### config.mk
export PLATFORM = sky130hd
export DESIGN_NAME = stat_display_sequencer
export DESIGN_NICKNAME = d
export VERILOG_FILES = /design/src/rtl/fitness_pkg.sv /design/src/rtl/bin2bcd_seq.sv /design/src/rtl/stat_display_sequencer.sv
export SDC_FILE = /design/constraint.sdc
export NUM_CORES = 1
export LEC_CHECK = 0
export BUFFER_PORTS_ARGS = -buffer_cell sky130_fd_sc_hd__buf_2
export CAP_MARGIN = 5
export CORE_ASPECT_RATIO = 0.9
export CORE_UTILIZATION = 38
export CTS_CLUSTER_SIZE = 25
export DETAILED_ROUTE_END_ITERATION = 7
export HOLD_SLACK_MARGIN = 0.03
export MAX_ROUTING_LAYER = met4
export SLEW_MARGIN = 10
export SYNTH_ARGS = -nofsm -noshare
export SYNTH_HDL_FRONTEND = slang
export SYNTH_SLANG_ARGS = --single-unit
### constraint.sdc
create_clock -name clk -period 4.1 [get_ports clk]
set_input_delay 0.615 -clock clk [delete_from_list [all_inputs] [get_ports clk]]
set_output_delay 0.615 -clock clk [all_outputs]
set_load 0.02 [all_outputs]
### src/rtl/fitness_pkg.sv
// Shared types for the fitness tracker display path: mode encoding, sequencer
// FSM states and the BCD digit-adjust step used by the binary-to-BCD converter.
// No ports; imported by bin2bcd_seq and stat_display_sequencer.
package fitness_pkg;

    typedef logic [1:0] mode_t;

    localparam mode_t MODE_STEPS = 2'd0;
    localparam mode_t MODE_DIST  = 2'd1;
    localparam mode_t MODE_O32   = 2'd2;
    localparam mode_t MODE_HAT   = 2'd3;

    typedef enum logic [1:0] {
        ST_IDLE = 2'd0,
        ST_LOAD = 2'd1,
        ST_CONV = 2'd2
    } state_t;

    // Double-dabble correction: any digit of 5 or more gets +3 so that the
    // following left shift carries correctly into the next decade.
    function automatic logic [15:0] add3_digits(input logic [15:0] d);
        logic [15:0] r;
        for (int i = 0; i < 4; i++) begin
            r[i*4 +: 4] = (d[i*4 +: 4] >= 4'd5) ? d[i*4 +: 4] + 4'd3 : d[i*4 +: 4];
        end
        return r;
    endfunction

endpackage

### src/rtl/bin2bcd_seq.sv
// Iterative shift-and-add-3 binary to 4-digit BCD converter, one bit per clock.
// Latency: start sampled at edge S, result final at edge S+VAL_W; done flags the last step.
// No backpressure: start is only issued while idle; reset aborts a conversion.
// Ports: clk, reset (async, active-high), start, bin[VAL_W-1:0] -> busy, done, bcd[15:0].
module bin2bcd_seq
    import fitness_pkg::*;
#(
    parameter int VAL_W = 16
) (
    input  logic             clk,
    input  logic             reset,
    input  logic             start,
    input  logic [VAL_W-1:0] bin,
    output logic             busy,
    output logic             done,
    output logic [15:0]      bcd
);

    localparam int CNT_W = $clog2(VAL_W + 1);

    logic [VAL_W-1:0] sh;
    logic [15:0]      acc;
    logic [15:0]      adj;
    logic [CNT_W-1:0] cnt;

    assign adj = add3_digits(acc);

    always_ff @(posedge clk or posedge reset) begin
        if (reset) begin
            sh   <= '0;
            acc  <= '0;
            cnt  <= '0;
            busy <= 1'b0;
        end else if (start) begin
            sh   <= bin;
            acc  <= '0;
            cnt  <= CNT_W'(VAL_W);
            busy <= 1'b1;
        end else if (busy) begin
            acc <= {adj[14:0], sh[VAL_W-1]};
            sh  <= sh << 1;
            cnt <= cnt - CNT_W'(1);
            if (cnt == CNT_W'(1)) begin
                busy <= 1'b0;
            end
        end
    end

    // High during the final shift; bcd holds the finished result from the
    // following clock until the next start.
    assign done = busy && (cnt == CNT_W'(1));
    assign bcd  = acc;

endmodule

### src/rtl/stat_display_sequencer.sv
// Rotates the 7-seg display among four tracker statistics, snapshots, clamps and BCD-converts the chosen one.
// Latency: tick_1s sampled at edge N -> bcd/dp/sat/disp_valid update at edge N+VAL_W+2.
// No backpressure: ticks arriving mid-conversion collapse into a single pending refresh.
// Ports: clk, reset, tick_1s, hold, total_steps, distance_t, over32_sec, hat -> mode, bcd, dp, sat, disp_valid.
module stat_display_sequencer
    import fitness_pkg::*;
#(
    parameter int DWELL_SEC = 2,
    parameter int SAT_VALUE = 9999,
    parameter int VAL_W     = 16
) (
    input  logic             clk,
    input  logic             reset,
    input  logic             tick_1s,
    input  logic             hold,
    input  logic [VAL_W-1:0] total_steps,
    input  logic [VAL_W-1:0] distance_t,
    input  logic [VAL_W-1:0] over32_sec,
    input  logic [VAL_W-1:0] hat,
    output logic [1:0]       mode,
    output logic [15:0]      bcd,
    output logic [3:0]       dp,
    output logic             sat,
    output logic             disp_valid
);

    state_t           state, next_state;
    logic             pending;
    logic [3:0]       dwell;
    logic [VAL_W-1:0] stat_sel;
    logic [VAL_W-1:0] conv_bin;
    logic             over_sat;
    logic             sat_n;
    logic             snap_dist;
    logic             upd;
    logic             conv_start;
    logic             conv_busy;
    logic             conv_done;
    logic [15:0]      conv_bcd;

    always_comb begin
        stat_sel = total_steps;
        case (mode)
            MODE_STEPS: stat_sel = total_steps;
            MODE_DIST:  stat_sel = distance_t;
            MODE_O32:   stat_sel = over32_sec;
            MODE_HAT:   stat_sel = hat;
            default:    stat_sel = total_steps;
        endcase
    end

    // The converter latches the clamped value on the same edge that leaves LOAD,
    // so the clamp feeds it directly rather than through a register.
    assign over_sat = stat_sel > VAL_W'(SAT_VALUE);
    assign conv_bin = over_sat ? VAL_W'(SAT_VALUE) : stat_sel;

    always_comb begin
        next_state = state;
        conv_start = 1'b0;
        case (state)
            ST_IDLE: if (tick_1s || pending) next_state = ST_LOAD;
            ST_LOAD: begin
                conv_start = !conv_busy;
                next_state = ST_CONV;
            end
            ST_CONV: if (conv_done) next_state = ST_IDLE;
            default: next_state = ST_IDLE;
        endcase
    end

    always_ff @(posedge clk or posedge reset) begin
        if (reset) state <= ST_IDLE;
        else       state <= next_state;
    end

    always_ff @(posedge clk or posedge reset) begin
        if (reset) begin
            pending    <= 1'b0;
            dwell      <= '0;
            mode       <= MODE_STEPS;
            sat_n      <= 1'b0;
            snap_dist  <= 1'b0;
            upd        <= 1'b0;
            bcd        <= '0;
            dp         <= '0;
            sat        <= 1'b0;
            disp_valid <= 1'b0;
        end else begin
            if (state == ST_IDLE && next_state == ST_LOAD) begin
                pending <= 1'b0;
            end else if (tick_1s && state != ST_IDLE) begin
                pending <= 1'b1;
            end

            // Rotation runs in every FSM state so a tick's mode change is
            // already visible when its own refresh reaches LOAD.
            if (tick_1s && !hold) begin
                if (dwell == 4'(DWELL_SEC - 1)) begin
                    dwell <= '0;
                    mode  <= mode + 2'd1;
                end else begin
                    dwell <= dwell + 4'd1;
                end
            end

            if (state == ST_LOAD) begin
                sat_n     <= over_sat;
                snap_dist <= (mode == MODE_DIST);
            end

            // done marks the last shift; the result is captured one clock later
            // so the FSM can already be back in IDLE and start the next refresh.
            upd <= conv_done;
            if (upd) begin
                bcd        <= conv_bcd;
                dp         <= snap_dist ? 4'b0010 : 4'b0000;
                sat        <= sat_n;
                disp_valid <= 1'b1;
            end
        end
    end

    bin2bcd_seq #(.VAL_W(VAL_W)) u_conv (
        .clk   (clk),
        .reset (reset),
        .start (conv_start),
        .bin   (conv_bin),
        .busy  (conv_busy),
        .done  (conv_done),
        .bcd   (conv_bcd)
    );

endmodule

# --- After elaboration in Yosys (flattened, before gate mapping) ---
# Index checks and enable logic that the tools add are counted.
# Widths: inputs -> output; s select.
word_totals:
  ff_bits: 72
  input_bits: 68
  output_inout_bits: 24
  elab_cells: 71
classes:
  n_addsub: 7
  magnitude_cmp: 5
  eq_ne: 8
  n_mux: 23
  n_reduce_logical: 13
op_table:
  columns: ["op", "n"]
  rows:
  - ["$mux 16", 5]
  - ["$pmux 16 s4", 1]
  - ["$ge 4x3->1 const B", 4]
  - ["$gt 16x14->1 const B", 1]
  - ["$mux 4", 4]
  - ["$add 4x2->4 const B", 3]
  - ["$mux 5", 2]
  - ["$eq 2x1->1 const B", 3]
  - ["$eq 2x2->1 const B", 3]
  - ["$mux 1", 6]
  - ["$mux 2", 3]
  - ["$pmux 2 s3", 1]
  - ["$reduce_bool 2->1", 3]
  - ["$eq 5x1->1 const B", 1]
  - ["$sub 5x1->5 const B", 1]
  - ["$add 4x1->4 const B", 1]
  - ["$eq 4x1->1 const B", 1]
  - ["$logic_and 1x1->1", 4]
  - ["$logic_not 2->1", 2]
  - ["$add 3x2->3 const B", 1]
  - ["$mux 3", 1]
  - ["$add 2x1->2 const B", 1]
  - ["$logic_not 1->1", 2]
  - ["$reduce_and 2->1", 1]
  - ["$logic_or 1x1->1", 1]

# --- Logic depth before layout (Yosys ltp) ---
logic_depth:
  ltp_word: 7
  mapped_depth: 8
  ltp_nobuf: 7

# --- By module ---
# A second synthesis with hierarchy kept.
unflattened:
  cells_unflattened: 373
  hier_area_um2: 3773.6
by_module_without_submodules:
  columns: ["mod", "n_inst", "cells_per_inst", "area_each_um2", "seq_area_each_um2"]
  rows:
  - ["bin2bcd_seq", 1, 210, 2028.2, 950.9]
  - ["stat_display_sequencer", 1, 163, 1745.4, 775.7]

# --- Worst setup path after synthesis ---
# Ideal clock, no wire load.
synth_path:
  path_type: "flip-flop to flip-flop"
  startpoint: "register mode[0]"
  endpoint: "register u_conv.sh[1]"
  setup_time_ps: 135
  arrival_ps: 2172
  required_time_ps: 3965
  path_slack_ps: 1793
  stages_incl_launch_ff: 9
  n_path_buf: 1
  period_less_slack_ps: 2307
  cell_sequence: "dfrtp_1 -> inv_1 -> ha_1 -> buf_4 -> a222oi_1 -> a21oi_1 -> or4_4 -> a211oi_1 -> o31ai_1"
synth_via:
  elab_chain_cells: 5
  word_cells_on_any_way: 8
  classes_between: "1 x order compare; 3 x eq/ne; 3 x mux; 1 x reduce/logical"
synth_rtl:
  columns: ["item", "line", "source"]
  rows:
  - ["start, declared", "stat_display_sequencer.sv:20", "output logic [1:0] mode,"]
  - ["start signal, assigned", "stat_display_sequencer.sv:100", "mode <= mode + 2'd1;"]
  - ["$eq 2x2->1, or another cell as far along", "stat_display_sequencer.sv:43", "case (mode)"]
  - ["$pmux 16 s4 *", "stat_display_sequencer.sv:43", null]
  - ["$gt 16x14->1", "stat_display_sequencer.sv:54", "assign over_sat = stat_sel > VAL_W'(SAT_VALUE);"]
  - ["$mux 16 *", "stat_display_sequencer.sv:55", "assign conv_bin = over_sat ? VAL_W'(SAT_VALUE) : stat_sel;"]
  - ["$mux 16 *", "bin2bcd_seq.sv:34", "end else if (start) begin"]
  - ["end signal, assigned", "bin2bcd_seq.sv:35", "sh <= bin;"]
  - ["end signal, assigned", "bin2bcd_seq.sv:41", "sh <= sh << 1;"]
  - ["end, declared", "bin2bcd_seq.sv:21", "logic [VAL_W-1:0] sh;"]
# Every way passes the cells marked *; elsewhere a longest branch is shown, timed or not.
# A chain may end at the register's enable or synchronous reset.

# --- Worst setup path in the final report ---
layout_path:
  startpoint: "register mode[0]"
  endpoint: "register u_conv.sh[4]"
# Same word-level chain as after synthesis.

==> qor.yml <==
clocking:
  ctsResizeCount: 0
  cts_max_path_buffers: 2
  htree_num_levels: 3
  clk_latency_ps: 340
  cts.sinks: 69
  post_cts_buffers: 0
  cts_root_buffer: "clkbuf_8"
  path_clk_slew_ps: 70
  cts_tree: "done"
  hold_buffers: 0
  cts_buffers: 9
setup_path:
  worstPathMaxFanout: 19
  start_kind: "register"
  cp.required_ps: 4320
  crit_chain: "inv_1 > ha_1 > clkinv_1 > and4_1 > o221ai_2 > nor3_2 > a221o_1"
  end_kind: "register"
  worstSetupPathType: "reg2reg"
  path_delay_family: "compound AO/OA/AOI/OAI gates"
  slowest_delay_ps: 480
  slowest_stage: "clkinv_1"
  arrival_ps: 3000
  worst-path-buf-inv: 2
global_route:
  antenna_found_initial: 0
  track_usage_pct: 17.0
  grt_pass1_vias: 2758
  grt_pass1_wl_mm: 12.9
  grt_max_degree: 45
  overflow: 0
finish:
  drive_gt1_share_pct: 29.1
  synthToLayoutAreaGrowth_pct: 18.7
  nNetsFinal: 529
  final_cells: 572
  nFillCells: 915
  finalInstanceArea_sq_um: 4290
  final_util_pct: 46.8
  diodes: 0
  layout_commonest_cell: "buf_2"
  final_cell_mix: "buf_2 (88), dfrtp_1 (68), nand2_1 (47), nor2_1 (32), o21ai_0 (24)"
place:
  dp_cells: 558
  place_area_sq_um: 4130
  place_worst_setup_slack_ps: 1300
  io_buffers: 88
  place_congestion: 0.799
  dp_hpwl_mm: 5.57
drt:
  drt_first_iter_violations: 144
  vias_per_cell: 5.10
  wire_per_inst_um: 13.4
  wl_mm: 7.67
  drt_first_pass_iters: 6
  drc_errors: 0
  ant_nets: 0
  num_vias: 2915
worst_hold_path:
  hold_path.class: "in2async"
die:
  rows: 33
  initial_core_util_pct: 39.4
  dieWidth_um: 105
  dieArea_sq_um: 9900
  fp.coreArea_sq_um: 9170
  io_pins: 92
  die_y_um: 94.5
logic_synthesis:
  yosysSeqAreaShare_pct: 47.8
  synthFlopType: "dfrtp_1"
  ys_ff_latch: 69
  syn-mean-instance-area_sq_um: 9.93
  syn_inst: 364
  synth_area_sq_um: 3610
  netlist_top_cells_area: "dfrtp_1 (48%), mux2_2 (6.9%), nand2_1 (4.9%), ha_1 (4.8%), o21ai_0 (3.3%)"
  synthArstFlopShare_pct: 100
  synth.largest_area_cell: "dfrtp_1"
  yosys.area.top_type_share_pct: 47.8
  synth-edff-count: 0
  yosysWarnings: 0
  ys_types: 41
timing:
  timing.final.crit_share_pct: 67.8
  max-slew-margin-rel_pct: 39.9
  slew_viol_final: 0
  rsz0062_at_grt: "false"
  layout_min_cycle_time_ps: 2780
  setup_tns_ps: 0
  worst_slack_ps: 1320
  setup_viol: 0
  fin_skew_ps: 7.66
  whs_ps: 315
  worst_slew_pin_slew_ps: 899
  hold_viol_final: 0
  fmax_mhz: 360
power:
  ir_drop_v: 0.000253
  p_per_area_nw_per_um2: 747
  total_power_mw: 3.20
  p_leak_nw: 2.11
run:
  cap_viol_max_count: 0
outcome:
  status: "finished clean"
## logic make-up after synthesis
logic type / share of synthesized area, %
AO/OA/AOI/OAI: 16.8
flip-flops: 47.8
buffers and inverters: 4.54
multiplexers: 8.52
AND/OR/NAND/NOR: 14.3
adder cells (fa/ha/maj): 4.85
other: 0.104
XOR/XNOR: 3.15
## power by group
group	switching, mW	internal (mW)	leakage (nW)
Clock	0.233	0.229	0.0783
Sequential	0.261	0.958	0.888
Combinational	0.858	0.663	1.14
Total	1.35	1.85	2.11
## flip-flops by register name (all words and copies together), names as in the netlist, 2 cells and up
register	flops
state	2
dwell	4
bcd	16
mode	2
u_conv.sh	16
u_conv.cnt	5
u_conv.bcd	16
## metal layers
metal	vias to the layer above	track usage, %	wire [um]
met5	-	-	0
met4	0	4.93	112
met3	12	4.62	250
met2	47	27.7	3740
met1	1407	20.8	3560
li1	1449	-	-
## layout make-up
class / instances / area [sq um] / share of cell area [%]
sequential: 69 / 1730 / 40.3
inverter: 15 / 56.3 / 1.31
clock inverter: 2 / 12.5 / 0.292
multi-input combinational: 261 / 1730 / 40.4
timing repair buffer: 91 / 463 / 10.8
clock buffer: 12 / 145 / 3.38
tap: 122 / 153 / 3.56
## worst paths after layout
check	from	to	slack (ps)	depth (start not counted)
worst max-delay path	mode[0]$_DFFE_PP0P_	u_conv.sh[4]$_DFFE_PP0P_	1320	7
worst min-delay path	reset	dwell[0]$_DFFE_PP0P_	310	2
worst max register to register	mode[0]$_DFFE_PP0P_	u_conv.sh[4]$_DFFE_PP0P_	1320	7
worst min register to register	disp_valid$_DFFE_PP0P_	disp_valid$_DFFE_PP0P_	470	1
max in group asynchronous	reset	u_conv.busy$_DFF_PP0_	2800	3
min in group clk	disp_valid$_DFFE_PP0P_	disp_valid$_DFFE_PP0P_	470	1
## synth_stat cells, drive strengths merged (2+ instances only)
| library cell | number |
|---|---|
| nor2 | 32 |
| a2bb2oi | 4 |
| ha | 14 |
| nand3 | 5 |
| mux2 | 22 |
| mux2i | 6 |
| a21oi | 23 |
| xnor2 | 8 |
| inv | 14 |
| o22ai | 3 |
| nor2b | 5 |
| a22oi | 5 |
| dfrtp | 69 |
| and4 | 2 |
| nand2b | 7 |
| nor3b | 4 |
| nor3 | 5 |
| xor2 | 5 |
| a222oi | 9 |
| a211oi | 4 |
| nand2 | 47 |
| o21ai | 24 |
| o31ai | 12 |
| clkbuf | 10 |
| a221o | 3 |
| buf | 11 |
Power figures use the tool's default switching activity.
